===== config.mk =====
export PLATFORM = sky130hd
export DESIGN_NAME = vram_rect_fill_flat
export DESIGN_NICKNAME = d
export VERILOG_FILES = /design/src/rtl/vram_rect_fill_if.sv /design/src/rtl/vram_rect_fill.sv /design/src/flat_wrapper.sv
export SDC_FILE = /design/constraint.sdc
export NUM_CORES = 1
export LEC_CHECK = 0
export ABC_AREA = 0
export CAP_MARGIN = 20
export CORE_MARGIN = 1
export CORE_UTILIZATION = 55
export CTS_CLUSTER_DIAMETER = 100
export DETAILED_ROUTE_END_ITERATION = 10
export PLACE_DENSITY = 0.76
export SLEW_MARGIN = 20
export SYNTH_ARGS = -nofsm -noshare
export SYNTH_HDL_FRONTEND = slang
export SYNTH_SLANG_ARGS = --single-unit

===== constraint.sdc =====
create_clock -name clock -period 9.9 [get_ports clock]
set_input_delay 1.98 -clock clock [delete_from_list [all_inputs] [get_ports clock]]
set_output_delay 1.98 -clock clock [all_outputs]
set_load 0.03 [all_outputs]

===== src/rtl/vram_rect_fill_if.sv =====
// Control/status and VRAM port bundle for the rectangle-fill engine.
// The slave side is the engine; the master side is the requester plus the VRAM port.
interface vram_rect_fill_if #(
  parameter int WORD_SIZE     = 16,
  parameter int ADDRESS_WIDTH = 16
);
  logic                     start;
  logic [8:0]               x0;
  logic [7:0]               y0;
  logic [8:0]               width;
  logic [7:0]               height;
  logic [3:0]               colour;
  logic                     busy;
  logic                     done;
  logic                     vram_enable;
  logic                     vram_rw;
  logic [ADDRESS_WIDTH-1:0] vram_addr;
  logic [WORD_SIZE-1:0]     vram_data_out;
  logic [WORD_SIZE-1:0]     vram_data_in;

  modport slave (
    input  start, x0, y0, width, height, colour, vram_data_in,
    output busy, done, vram_enable, vram_rw, vram_addr, vram_data_out
  );

  modport master (
    output start, x0, y0, width, height, colour, vram_data_in,
    input  busy, done, vram_enable, vram_rw, vram_addr, vram_data_out
  );
endinterface


===== src/rtl/vram_rect_fill.sv =====
// Solid rectangle fill into packed 4bpp VRAM (4 pixels per 16-bit word, 80 words per row).
// Fully covered words are written directly; partially covered words use read-modify-write.
module vram_rect_fill #(
  parameter int SCREEN_WIDTH  = 320,
  parameter int SCREEN_HEIGHT = 240,
  parameter int WORD_SIZE     = 16,
  parameter int PIXEL_BITS    = 4,
  parameter int ADDRESS_WIDTH = 16
) (
  input logic             clock,
  input logic             reset,
  vram_rect_fill_if.slave bus
);
  localparam int PIXELS_PER_WORD = WORD_SIZE / PIXEL_BITS;
  localparam int PIX_SHIFT       = $clog2(PIXELS_PER_WORD);
  localparam int COL_W           = 9 - PIX_SHIFT;
  localparam int WORDS_PER_ROW   = SCREEN_WIDTH / PIXELS_PER_WORD;
  localparam logic [9:0] X_LIMIT     = 10'(SCREEN_WIDTH);
  localparam logic [8:0] Y_LIMIT     = 9'(SCREEN_HEIGHT);
  localparam logic [9:0] WORD_PIXELS = 10'(PIXELS_PER_WORD);
  localparam logic [ADDRESS_WIDTH-1:0] ROW_STRIDE = ADDRESS_WIDTH'(WORDS_PER_ROW);

  typedef enum logic [2:0] {IDLE, SETUP, WORD, RD, MERGE, NEXT, FIN} state_t;

  state_t                     state_q, state_d;
  logic [8:0]                 x0_q, x0_d, width_q, width_d;
  logic [7:0]                 y0_q, y0_d, height_q, height_d;
  logic [PIXEL_BITS-1:0]      colour_q, colour_d;
  logic [COL_W-1:0]           col_q, col_d;
  logic [8:0]                 row_q, row_d;
  logic [ADDRESS_WIDTH-1:0]   base_q, base_d;
  logic [PIXELS_PER_WORD-1:0] mask_q, mask_d;
  logic                       busy_q, busy_d, done_q, done_d;
  logic                       en_q, en_d, rw_q, rw_d, merge_q, merge_d;
  logic [ADDRESS_WIDTH-1:0]   addr_q, addr_d;
  logic [WORD_SIZE-1:0]       data_q, data_d;

  // Clip with widened sums so x0+width and y0+height can never wrap.
  logic [9:0] x_sum, x_end;
  logic [8:0] y_sum, y_end;
  logic       empty;

  assign x_sum = {1'b0, x0_q} + {1'b0, width_q};
  assign x_end = (x_sum > X_LIMIT) ? X_LIMIT : x_sum;
  assign y_sum = {1'b0, y0_q} + {1'b0, height_q};
  assign y_end = (y_sum > Y_LIMIT) ? Y_LIMIT : y_sum;
  assign empty = (width_q == 9'd0) || (height_q == 8'd0) ||
                 ({1'b0, x0_q} >= X_LIMIT) || ({1'b0, y0_q} >= Y_LIMIT);

  logic [COL_W-1:0]           first_col, step_col, cand_col;
  logic [8:0]                 step_row;
  logic [ADDRESS_WIDTH-1:0]   step_base, cand_base, cand_addr;
  logic [9:0]                 word_end;
  logic                       row_last, rect_last;
  logic [PIXELS_PER_WORD-1:0] cand_mask;
  logic [WORD_SIZE-1:0]       fill_word, merged_word;

  assign first_col = x0_q[8:PIX_SHIFT];
  assign word_end  = {1'b0, col_q, {PIX_SHIFT{1'b0}}} + WORD_PIXELS;
  assign row_last  = (word_end >= x_end);
  assign rect_last = row_last && ((row_q + 9'd1) >= {1'b0, y_end[7:0]} + {y_end[8], 8'd0});
  assign step_col  = row_last ? first_col : col_q + COL_W'(1);
  assign step_row  = row_last ? row_q + 9'd1 : row_q;
  assign step_base = row_last ? base_q + ROW_STRIDE : base_q;

  // The word about to be entered: the first word when leaving SETUP, else the advanced one.
  assign cand_col  = (state_q == SETUP) ? first_col : step_col;
  assign cand_base = (state_q == SETUP) ? ADDRESS_WIDTH'(y0_q) * ROW_STRIDE : step_base;
  assign cand_addr = cand_base + ADDRESS_WIDTH'(cand_col);
  assign fill_word = {PIXELS_PER_WORD{colour_q}};

  generate
    for (genvar gi = 0; gi < PIXELS_PER_WORD; gi++) begin : g_nibble
      localparam int HI = WORD_SIZE - 1 - gi * PIXEL_BITS;
      logic [9:0] pix;
      assign pix           = {1'b0, cand_col, PIX_SHIFT'(gi)};
      assign cand_mask[gi] = (pix >= {1'b0, x0_q}) && (pix < x_end);
      assign merged_word[HI -: PIXEL_BITS] =
        mask_q[gi] ? colour_q : bus.vram_data_in[HI -: PIXEL_BITS];
    end
  endgenerate

  always_comb begin
    state_d  = state_q;
    x0_d     = x0_q;
    y0_d     = y0_q;
    width_d  = width_q;
    height_d = height_q;
    colour_d = colour_q;
    col_d    = col_q;
    row_d    = row_q;
    base_d   = base_q;
    mask_d   = mask_q;
    busy_d   = busy_q;
    addr_d   = addr_q;
    data_d   = data_q;
    done_d   = 1'b0;
    en_d     = 1'b0;
    rw_d     = 1'b0;
    merge_d  = 1'b0;
    case (state_q)
      IDLE: begin
        if (bus.start) begin
          x0_d     = bus.x0;
          y0_d     = bus.y0;
          width_d  = bus.width;
          height_d = bus.height;
          colour_d = bus.colour;
          busy_d   = 1'b1;
          state_d  = SETUP;
        end
      end
      SETUP, NEXT: begin
        if ((state_q == SETUP && empty) || (state_q == NEXT && rect_last)) begin
          state_d = FIN;
          busy_d  = 1'b0;
          done_d  = 1'b1;
        end else begin
          state_d = WORD;
          col_d   = cand_col;
          row_d   = (state_q == SETUP) ? {1'b0, y0_q} : step_row;
          base_d  = cand_base;
          mask_d  = cand_mask;
          addr_d  = cand_addr;
          if (&cand_mask) begin
            en_d   = 1'b1;
            rw_d   = 1'b1;
            data_d = fill_word;
          end
        end
      end
      WORD: begin
        if (&mask_q) begin
          state_d = NEXT;
        end else begin
          state_d = RD;
          en_d    = 1'b1;
        end
      end
      RD: begin
        state_d = MERGE;
        en_d    = 1'b1;
        rw_d    = 1'b1;
        merge_d = 1'b1;
      end
      MERGE:   state_d = NEXT;
      FIN:     state_d = IDLE;
      default: state_d = IDLE;
    endcase
  end

  always_ff @(posedge clock or negedge reset) begin
    if (!reset) begin
      state_q  <= IDLE;
      x0_q     <= '0;
      y0_q     <= '0;
      width_q  <= '0;
      height_q <= '0;
      colour_q <= '0;
      col_q    <= '0;
      row_q    <= '0;
      base_q   <= '0;
      mask_q   <= '0;
      busy_q   <= 1'b0;
      done_q   <= 1'b0;
      en_q     <= 1'b0;
      rw_q     <= 1'b0;
      merge_q  <= 1'b0;
      addr_q   <= '0;
      data_q   <= '0;
    end else begin
      state_q  <= state_d;
      x0_q     <= x0_d;
      y0_q     <= y0_d;
      width_q  <= width_d;
      height_q <= height_d;
      colour_q <= colour_d;
      col_q    <= col_d;
      row_q    <= row_d;
      base_q   <= base_d;
      mask_q   <= mask_d;
      busy_q   <= busy_d;
      done_q   <= done_d;
      en_q     <= en_d;
      rw_q     <= rw_d;
      merge_q  <= merge_d;
      addr_q   <= addr_d;
      data_q   <= data_d;
    end
  end

  assign bus.busy        = busy_q;
  assign bus.done        = done_q;
  assign bus.vram_enable = en_q;
  assign bus.vram_rw     = rw_q;
  assign bus.vram_addr   = addr_q;
  // The merge write carries the read data returning in the same cycle.
  assign bus.vram_data_out = merge_q ? merged_word : data_q;
endmodule


===== src/flat_wrapper.sv =====
// flat-port wrapper written by rule: the top's interface ports become plain ports
module vram_rect_fill_flat 
#(
  parameter int SCREEN_WIDTH  = 320,
  parameter int SCREEN_HEIGHT = 240,
  parameter int WORD_SIZE     = 16,
  parameter int PIXEL_BITS    = 4,
  parameter int ADDRESS_WIDTH = 16
)
  (clock, reset, bus_start, bus_x0, bus_y0, bus_width, bus_height, bus_colour, bus_vram_data_in, bus_busy, bus_done, bus_vram_enable, bus_vram_rw, bus_vram_addr, bus_vram_data_out);
  vram_rect_fill_if #(.WORD_SIZE(WORD_SIZE), .ADDRESS_WIDTH(ADDRESS_WIDTH)) bus_i ();
  input logic clock;
  input logic reset;
  input wire logic [$bits(bus_i.start)-1:0] bus_start;
  input wire logic [$bits(bus_i.x0)-1:0] bus_x0;
  input wire logic [$bits(bus_i.y0)-1:0] bus_y0;
  input wire logic [$bits(bus_i.width)-1:0] bus_width;
  input wire logic [$bits(bus_i.height)-1:0] bus_height;
  input wire logic [$bits(bus_i.colour)-1:0] bus_colour;
  input wire logic [$bits(bus_i.vram_data_in)-1:0] bus_vram_data_in;
  output wire logic [$bits(bus_i.busy)-1:0] bus_busy;
  output wire logic [$bits(bus_i.done)-1:0] bus_done;
  output wire logic [$bits(bus_i.vram_enable)-1:0] bus_vram_enable;
  output wire logic [$bits(bus_i.vram_rw)-1:0] bus_vram_rw;
  output wire logic [$bits(bus_i.vram_addr)-1:0] bus_vram_addr;
  output wire logic [$bits(bus_i.vram_data_out)-1:0] bus_vram_data_out;
  assign bus_i.start = bus_start;
  assign bus_i.x0 = bus_x0;
  assign bus_i.y0 = bus_y0;
  assign bus_i.width = bus_width;
  assign bus_i.height = bus_height;
  assign bus_i.colour = bus_colour;
  assign bus_i.vram_data_in = bus_vram_data_in;
  assign bus_busy = bus_i.busy;
  assign bus_done = bus_i.done;
  assign bus_vram_enable = bus_i.vram_enable;
  assign bus_vram_rw = bus_i.vram_rw;
  assign bus_vram_addr = bus_i.vram_addr;
  assign bus_vram_data_out = bus_i.vram_data_out;
  vram_rect_fill #(.SCREEN_WIDTH(SCREEN_WIDTH), .SCREEN_HEIGHT(SCREEN_HEIGHT), .WORD_SIZE(WORD_SIZE), .PIXEL_BITS(PIXEL_BITS), .ADDRESS_WIDTH(ADDRESS_WIDTH)) u_core (.clock(clock), .reset(reset), .bus(bus_i));
endmodule

Word-level counts from Yosys, hierarchy flattened
Index checks and enable logic that the tools add are counted.
Widths: inputs -> output; s select.
{"block": "word_totals", "regBits": 114, "latchBits": 0, "ram_bits": 0, "rom_bits": 0, "in_bits": 57, "output_inout_bits": 36, "wordCells": 100, "mem_count": 0}
{"block": "classes", "add_sub_neg": 8, "mul": 1, "div_mod_pow": 0, "order_cmp": 14, "eq_ne": 7, "shift": 0, "n_mux": 28, "bitwise_logic": 1, "n_reduce_logical": 24}
{"operator": "$mux 16", "count": 3}
{"operator": "$ge 9x9->1", "count": 5}
{"operator": "$lt 9x10->1", "count": 4}
{"operator": "$mux 9", "count": 3}
{"operator": "$add 16x7->16", "count": 1}
{"operator": "$add 16x7->16 const B", "count": 1}
{"operator": "$mux 4", "count": 4}
{"operator": "$pmux 3 s5", "count": 1}
{"operator": "$mux 7", "count": 2}
{"operator": "$mul 8x3->11 const B", "count": 1}
{"operator": "$add 9x3->10 const B", "count": 1}
{"operator": "$add 9x9->10", "count": 1}
{"operator": "$ge 10x10->1", "count": 1}
{"operator": "$gt 10x9->1 const B", "count": 1}
{"operator": "$mux 10", "count": 1}
{"operator": "$add 8x8->9", "count": 1}
{"operator": "$add 8x9->9", "count": 1}
{"operator": "$add 9x1->9 const B", "count": 1}
{"operator": "$ge 9x9->1 const B", "count": 1}
{"operator": "$gt 9x8->1 const B", "count": 1}
{"operator": "$logic_not 9->1", "count": 1}
{"operator": "$mux 3", "count": 3}
{"operator": "$ge 8x8->1 const B", "count": 1}
{"operator": "$logic_not 8->1", "count": 1}
{"operator": "other kinds (19)", "count": 42}

Longest topological paths before layout
Gate-level depths: netlist (run 1).
{"block": "logic_depth", "depth_word": 12, "ltp_mapped": 36, "depth_no_buf": 33}

Worst setup path after synthesis (run 1)
OpenSTA, ideal clock, no wires.
{"block": "synth_path", "path_type": "reg-to-reg", "start": "register u_core.width_q[0]", "end": "register u_core.addr_q[10] (netlist: u_core.bus.vram_addr[10])", "setup_time_ps": 133, "arrival_time_ps": 6456, "required_time_ps": 9767, "path_slack_ps": 3311, "stages_incl_launch_ff": 37, "n_path_buf": 3, "period_less_slack_ps": 6589, "path_cell_list": "dfrtp_1 ha_1 fa_1 a211o_1 o21ai_0 xnor2_1 a2111o_1 a22oi_4 or2_0 buf_2 nand2_1 ha_1 a21oi_1 a2bb2oi_1 a31oi_1 nor2_1 o2bb2ai_2 a21o_4 buf_6 nand2_1 clkbuf_1 nor2_1 a21oi_1 inv_1 ha_1 fa_1 a21oi_1 nor2_1 nor2_1 nor2b_1 o21a_1 o21a_1 nor2_1 nor3_1 o21ai_0 xor2_1 o21ai_0"}
{"block": "synth_between", "word_cells_on_any_way": 19, "classes_between": "add/sub (2); order compare (2); mux (5); bitwise (1); reduce/logical (9)"}
{"item": "from (decl)", "line_no": "vram_rect_fill.sv:26", "text": "logic [8:0] x0_q, x0_d, width_q, width_d;"}
{"item": "from (signal assigned)", "line_no": "vram_rect_fill.sv:175", "text": "width_q <= width_d;"}
{"item": "$add 9x9->10 *", "line_no": "vram_rect_fill.sv:43", "text": "assign x_sum = {1'b0, x0_q} + {1'b0, width_q};"}
{"item": "$gt 10x9->1", "line_no": "vram_rect_fill.sv:44", "text": "assign x_end = (x_sum > X_LIMIT) ? X_LIMIT : x_sum;"}
{"item": "$mux 10 *", "line_no": "vram_rect_fill.sv:44"}
{"item": "$ge 10x10->1 *", "line_no": "vram_rect_fill.sv:60", "text": "assign row_last = (word_end >= x_end);"}
{"item": "$mux 7 *", "line_no": "vram_rect_fill.sv:62", "text": "assign step_col = row_last ? first_col : col_q + COL_W'(1);"}
{"item": "$mux 7 *", "line_no": "vram_rect_fill.sv:67", "text": "assign cand_col = (state_q == SETUP) ? first_col : step_col;"}
{"item": "net u_core.cand_col[0]", "line_no": "vram_rect_fill.sv:50", "text": "logic [COL_W-1:0] first_col, step_col, cand_col;"}
{"item": "$add 16x7->16 *", "line_no": "vram_rect_fill.sv:69", "text": "assign cand_addr = cand_base + ADDRESS_WIDTH'(cand_col);"}
{"item": "to (signal assigned)", "line_no": "vram_rect_fill.sv:187", "text": "addr_q <= addr_d;"}
{"item": "to (decl)", "line_no": "vram_rect_fill.sv:35", "text": "logic [ADDRESS_WIDTH-1:0] addr_q, addr_d;"}
The timed path passes the listed nets; every way through them passes the cells marked *.
A chain may end at the register's enable or synchronous reset.

Worst setup path in the final report (run 1)
{"block": "layout_path", "start": "register u_core.width_q[0]", "end": "register u_core.addr_q[15] (netlist: u_core.bus.vram_addr[15])"}
Same word-level chain as after synthesis.

==> results.md, run 1 <==
- Outcome: finished, final reports clean
- Max-cap violations: 0
- Drt total wl: 18.3 mm
- Clk slew on worst S/H paths: 80 ps
- Detailed Place HPWL: 13.8 mm
- DIE WIDTH: around 120 um
- Die Ht: about 120 um
- Hold-fix buffers, CTS: 0
- DRT iter0 DRCs: 402
- Crit path DAT: 7710 ps
- Commonest cells post-synth: 102 x dfrtp_1, 74 x nand2_1, 71 x ha_1
- EDFF count, synth: 0
- Routed Antenna Nets: 0
- Register area: 0.00255 mm^2
- Layout Cell Area excl Fill: 0.00871 mm^2
- Fin Setup TNS: 0 ps
- H-Tree Level Count: 3
- Std cell rows: 41
- Primary FF master, synth: dfrtp_1
- 1st-pass router iterations: 5
- Worst slew margin: 0.434
- Post-CTS Setup Bufs: 0
- Tmin final: 7410 ps
- Async set-reset flop share out of synthesis: 1.00
- Vias in the first global route: approximately 6100
- Multi-input gate area: ~0.0046 mm^2
- I/O pin count: 93
- Mean post-synth cell area: roughly 9.3 um^2
- Tightest Hold Check Type: register to register
- Layout cells sized above 1: 0.104
- Share of the synthesized area in the top cell type: 0.346
- Critical path class: register to register
- Initial core utilization: 0.574
- Die ar.: ~0.014 mm^2
- Core area: ~0.013 mm^2
- WL per Instance: 17.6 um
- Ranking of synthesized cells by area: dfrtp_1 35%, ha_1 12%, mux2_2 7.2%
- Initial antenna violation count: 0
- Largest net degree at the start of global routing: 61
- Cell repeated most along the worst path: a21oi_1
- First-pass GRT wire length: 30.4 mm
- Clock skew: 19.2 ps
- Nets: 996
- Root Buffer: clkbuf_16
- Post-Syn Nets: roughly 920
- IO Port Bufs: 92
- Worst skew pair latency: between 300 and 400 ps
- RSZ-0062 raised after global routing: false
- Final Hold Viols: 0
- Post-synthesis register bit count: 102
- Filler Cell Count: between 1000 and 1500
- Leading area contributor after synthesis: dfrtp_1
- Worst slew pin tran: 828 ps
- Setup crit start kind: register
- Synthesized cell area: 0.00737 mm^2
- Gr ovfl total: 0
- Routability-driven placement congestion ratio: around 0.93
- # resized after CTS: 0
- Fmax: 0.135 GHz
- Clock sink total: a little over 100
- Worst EP required: 10190 ps
- N_diodes: 0
- Fin crit share: 0.749
- Top-count cell post-synth: dfrtp_1
- Synthesized instance count: between 700 and 800
- R2r setup slk: between 2000 and 2500 ps
- CP max FO: 14
- P&R area growth vs syn: 18.3%
- Max Slew Vio Count: 0
- CTS max path bufs: 2
- Slowest stage cell, crit path: mux2_2
- Via count: 6202
- Ys Warns: 0
- DP Area: 0.00840 mm^2
- Final Setup Violations: 0
- CP max stage delay: 490 ps
- TritonCTS buffer count: 9
- DR vias/cell: 5.96
- Drt drc: 0
- Register area share after synthesis: 0.346
- CTS tree: built
- Critical path endpoint category: register
- Yosys cell types: 70
- Overall Global Routing Usage: 0.273
## state kept, by name, indices dropped and copies added (netlist names)
register,flops
u_core.base_q,16
u_core.bus.vram_addr,16
u_core.row_q,9
u_core.width_q,9
u_core.x0_q,9
u_core.height_q,8
u_core.y0_q,8
u_core.col_q,7
u_core.colour_q,4
u_core.data_q,4
u_core.mask_q,4
u_core.state_q,3
u_core.bus.busy,1
u_core.bus.done,1
u_core.bus.vram_enable,1
u_core.bus.vram_rw,1
u_core.merge_q,1
## cells in the final DEF, fill, tap and decap left out, types with 3 or more instances in the layout
master / Yosys / final
a31oi_1: 8 / 8
or3_1: 8 / 8
nand3_1: 23 / 23
buf_4: 0 / 5
mux2_2: 47 / 47
or4_1: 5 / 5
and2_1: 8 / 8
a21o_1: 26 / 26
nand2_1: 74 / 74
a211oi_1: 5 / 5
nor2b_1: 7 / 7
nor3_1: 14 / 14
o21a_1: 4 / 4
and3_1: 9 / 9
dfrtp_1: 102 / 102
xnor2_1: 27 / 27
o211ai_1: 5 / 5
nor2_1: 54 / 53
o21ai_1: 3 / 3
a211o_1: 4 / 4
nor3b_1: 4 / 4
inv_8: 0 / 3
inv_1: 31 / 31
mux2i_1: 20 / 20
nand4_1: 4 / 4
a21oi_1: 59 / 59
nor4_1: 6 / 6
clkdlybuf4s50_1: 0 / 91
o21ai_0: 55 / 55
xor2_1: 17 / 17
ha_1: 71 / 71
o21bai_1: 7 / 7
fa_1: 4 / 4
mux2_1: 4 / 4
clkbuf_16: 0 / 9
o31ai_1: 3 / 3
## logic make-up (layout without fill, tap and decap cells)
logic type,Yosys count,after routing,synth area share
AO/OA/AOI/OAI,204,204,0.181
adder cells (fa/ha/maj),75,75,0.131
other,1,1,0.000509
multiplexers,71,71,0.105
XOR/XNOR,44,44,0.0523
buffers and inverters,64,144,0.0346
flip-flops,102,102,0.346
AND/OR/NAND/NOR,228,228,0.149
## through the flow
step	hold WS [ps]	instances	utilization	setup WS [ps]
2_1_floorplan	455	789	-	3310
3_3_place_gp	464	1025	0.655	2850
3_5_place_dp	469	1025	0.655	2530
4_1_cts	487	1041	0.679	2510
5_1_grt	511	1041	0.679	1910
6_report	486	1041	0.679	2490
## path summary, 6_finish.rpt
check | from | to | cells past startpoint
setup / recovery | u_core.width_q[0] | u_core.bus.vram_addr[15] | 29
hold / removal | u_core.bus.vram_addr[12] | u_core.bus.vram_addr[12] | 2
setup reg to reg | u_core.width_q[0] | u_core.bus.vram_addr[15] | 29
hold reg to reg | u_core.bus.vram_addr[12] | u_core.bus.vram_addr[12] | 2
max in group asynchronous | reset | u_core.bus.vram_addr[2] | 2
min in group asynchronous | reset | u_core.x0_q[8] | 1
## routing by layer
metal	global-route usage	vias up	part of all wire
met5	0	-	0
met3	0.0354	34	0.048
met2	0.472	210	0.48
li1	-	2984	-
met4	0.0921	0	0.021
met1	0.352	2974	0.45
## worst max-delay path: cells and delay by family, from the launching register on
family                     cells  cell delay [ps]
AOI/OAI and AO/OA             17             3140
xor gates and xnor gates       1              120
and+or+nand+nor                6             1920
adders and majority gates      4             1250
muxes                          1              490
DFF                            1              410
## layout make-up
| cell class | instances | area share |
|---|---|---|
| inverter | 32 | 0.0138 |
| sequential | 102 | 0.293 |
| multi-input combinational | 623 | 0.524 |
| timing repair buffer | 96 | 0.109 |
| clock inverter | 7 | 0.00962 |
| clock buffer | 9 | 0.0258 |
| tap | 172 | 0.0247 |
Power of run 1 is left out: the tool's default activity adds up to more than one toggle a clock period on the data nets, which glitch-free logic cannot reach.
==> inputs of run 2 (changes only) <==
Settings changed: CORE_UTILIZATION 55 to 51, PLACE_DENSITY 0.76 to 0.74.
Clock period 9.9 ns to 6.05 ns, I/O delays scaled along.
==> run 2 against run 1 <==
Clock skew is 8.9 ps lower. Largest cell class unchanged. Critical endpoint is now u_core.data_q[12]. Sequential cell count stayed put. Final area is 12% higher.
==> results.md, run 2 (same netlist as run 1, synthesis figures left out) <==
- Outcome: finished, final reports clean
- Critical path endpoint category: register
- Initial core utilization: 0.527 (-0.0478)
- Routed Antenna Nets: 0 (unchanged)
- Tmin final: 6040 ps (-1370 ps)
- Final Worst Setup Slack: 9.69 ps (-2480 ps)
- P&R area growth vs syn: 32.2%
- Die ar.: 0.0149 mm^2 (+7.7%)
- Final Hold Viols: 0 (unchanged)
- Fin crit share: 0.998 (+0.250)
- CTS tree: built
- Std cell rows: 43 (+4.9%)
- Fmax: 0.166 GHz (+23%)
- Clk slew on worst S/H paths: 80 ps (about the same)
- First-pass GRT wire length: 30.6 mm (+0.57%)
- Detailed Place HPWL: 14.5 mm (+5.0%)
- Worst EP required: 6310 ps (-3880 ps)
- Critical path class: register to register
- Tightest Hold Check Type: register to register
- DRT iter0 DRCs: 363 (-9.7%)
- DIE WIDTH: 122 um (+3.8%)
- CP max FO: 7 (-7)
- DR vias/cell: 5.83 (-2.1%)
- RSZ-0062 raised after global routing: true
- Core area: 0.0140 mm^2 (+9.1%)
- Largest net degree at the start of global routing: 54 (-11%)
- Drt drc: 0 (unchanged)
- Setup crit start kind: register
- Clock sink total: 102 (unchanged)
- Via count: 6442 (+3.9%)
- Initial antenna violation count: 0 (unchanged)
- Nets: 1052 (+5.6%)
- Gr ovfl total: 0 (unchanged)
- Max-cap violations: 0 (unchanged)
- Root Buffer: clkbuf_16
- Commonest non-fill, non-tap cell in the layout: dfrtp_1
- 1st-pass router iterations: 5 (unchanged)
- TritonCTS buffer count: 9 (unchanged)
- IO Port Bufs: 92 (unchanged)
- Layout cells sized above 1: 0.234 (+0.130)
- I/O pin count: 93 (unchanged)
- Worst slew pin tran: 790 ps (-38.2 ps)
- Most frequent cells in the layout: 102 x dfrtp_1, 91 x clkdlybuf4s50_1, 66 x nand2_1
- H-Tree Level Count: 3 (unchanged)
- Worst slew margin: 0.472 (+0.0384)
- CTS max path bufs: 2 (unchanged)
- Filler Cell Count: 1097 (+5.7%)
- Drt total wl: 19.8 mm (+8.3%)
- Die Ht: 122 um (+3.8%)
- Clock skew: 10.3 ps (-8.94 ps)
- Final Setup Violations: 0 (unchanged)
- WL per Instance: 17.9 um (+2.0%)
- Pre-CTS WS: -133 ps (-2670 ps)
- Crit path DAT: 6300 ps (-1410 ps)
- Overall Global Routing Usage: 0.264 (-0.00937)
- Util after Layout: 0.696 (+0.0166)
- Max Slew Vio Count: 0 (unchanged)
- Routability-driven placement congestion ratio: 0.934 (+0.37%)
- Worst skew pair latency: 370 ps (about the same)
- Vias in the first global route: 6249 (+3.3%)
- N_diodes: 0 (unchanged)
-- run 2: path summary, 6_finish.rpt --
kind | startpoint | end | slack, ps | cells after the start
setup / recovery | u_core.x0_q[0] | u_core.data_q[12] | 10 | 27
hold / removal | u_core.bus.vram_addr[1] | u_core.bus.vram_addr[1] | 470 | 2
setup reg to reg | u_core.x0_q[0] | u_core.data_q[12] | 10 | 27
hold reg to reg | u_core.bus.vram_addr[1] | u_core.bus.vram_addr[1] | 470 | 2
max in group asynchronous | reset | u_core.x0_q[2] | 4080 | 2
min in group asynchronous | reset | u_core.row_q[8] | 880 | 1
-- run 2: area by class of cell --
type / instances / area (um^2) / area share
clock buffers: 9 / 225 / 0.0231
clock inverters: 7 / 100 / 0.0103
inverters: 32 / 120 / 0.0123
multi-input cells: 624 / 5100 / 0.524
flip-flops and latches: 102 / 2550 / 0.262
well taps: 180 / 225 / 0.0231
repair buffers: 151 / 1410 / 0.145
-- run 2: stage by stage --
| step | hold slack [ps] | instances | area, um^2 | setup TNS (ps) |
|---|---|---|---|---|
| after CTS | 484 | 1084 | 9160 | 0 |
| final | 474 | 1105 | 9740 | 0 |
| after floorplan | 455 | 789 | 7490 | -62.2 |
| after global routing | 503 | 1105 | 9740 | -2100 |
| after global placement | 459 | 1064 | 8760 | 0 |
| after detailed placement | 465 | 1064 | 8760 | -1000 |
-- run 2: repair_timing --
item	4_1_cts	5_1_grt
buffers inserted	4	20
gates cloned	0	1
gates resized for setup	11	70
hold buffers	0	0
endpoints found under the setup margin	14	29
pin swaps	5	27
-- run 2: worst max-delay path: stages, from the launching register on --
cell	delay, ps
dfrtp_1	400
ha_2	200
fa_2	360
a211o_1	330
buf_6	150
a211oi_4	240
o211ai_4	130
o311a_4	160
buf_4	160
ha_1	280
nand2_1	90
o31a_1	350
a31oi_4	240
nor2_4	70
o2bb2ai_4	150
a21o_4	240
nand2_8	120
nor2_2	60
a21oi_4	260
ha_4	260
a21o_1	200
a221oi_2	270
o21ai_1	120
a21o_1	180
a221o_1	290
nor3_2	130
nand2_2	160
mux2_4	330
-- run 2: per-layer routing --
| layer | global-route usage | vias up | wire, um |
|---|---|---|---|
| li1 | - | 3114 | - |
| met1 | 0.350 | 3105 | 9110 |
| met2 | 0.441 | 193 | 9290 |
| met3 | 0.0468 | 30 | 1010 |
| met4 | 0.0724 | 0 | 400 |
| met5 | 0 | - | 0 |
Power of run 2 is left out for the same reason.
==> inputs of run 3 (changes only) <==
Settings changed: CTS_BUF_LIST from default to sky130_fd_sc_hd__clkbuf_16.
==> results of run 3 <==
The final DEF is identical to that of run 2; final timing and power are the same.
Power of run 3 is left out for the same reason.
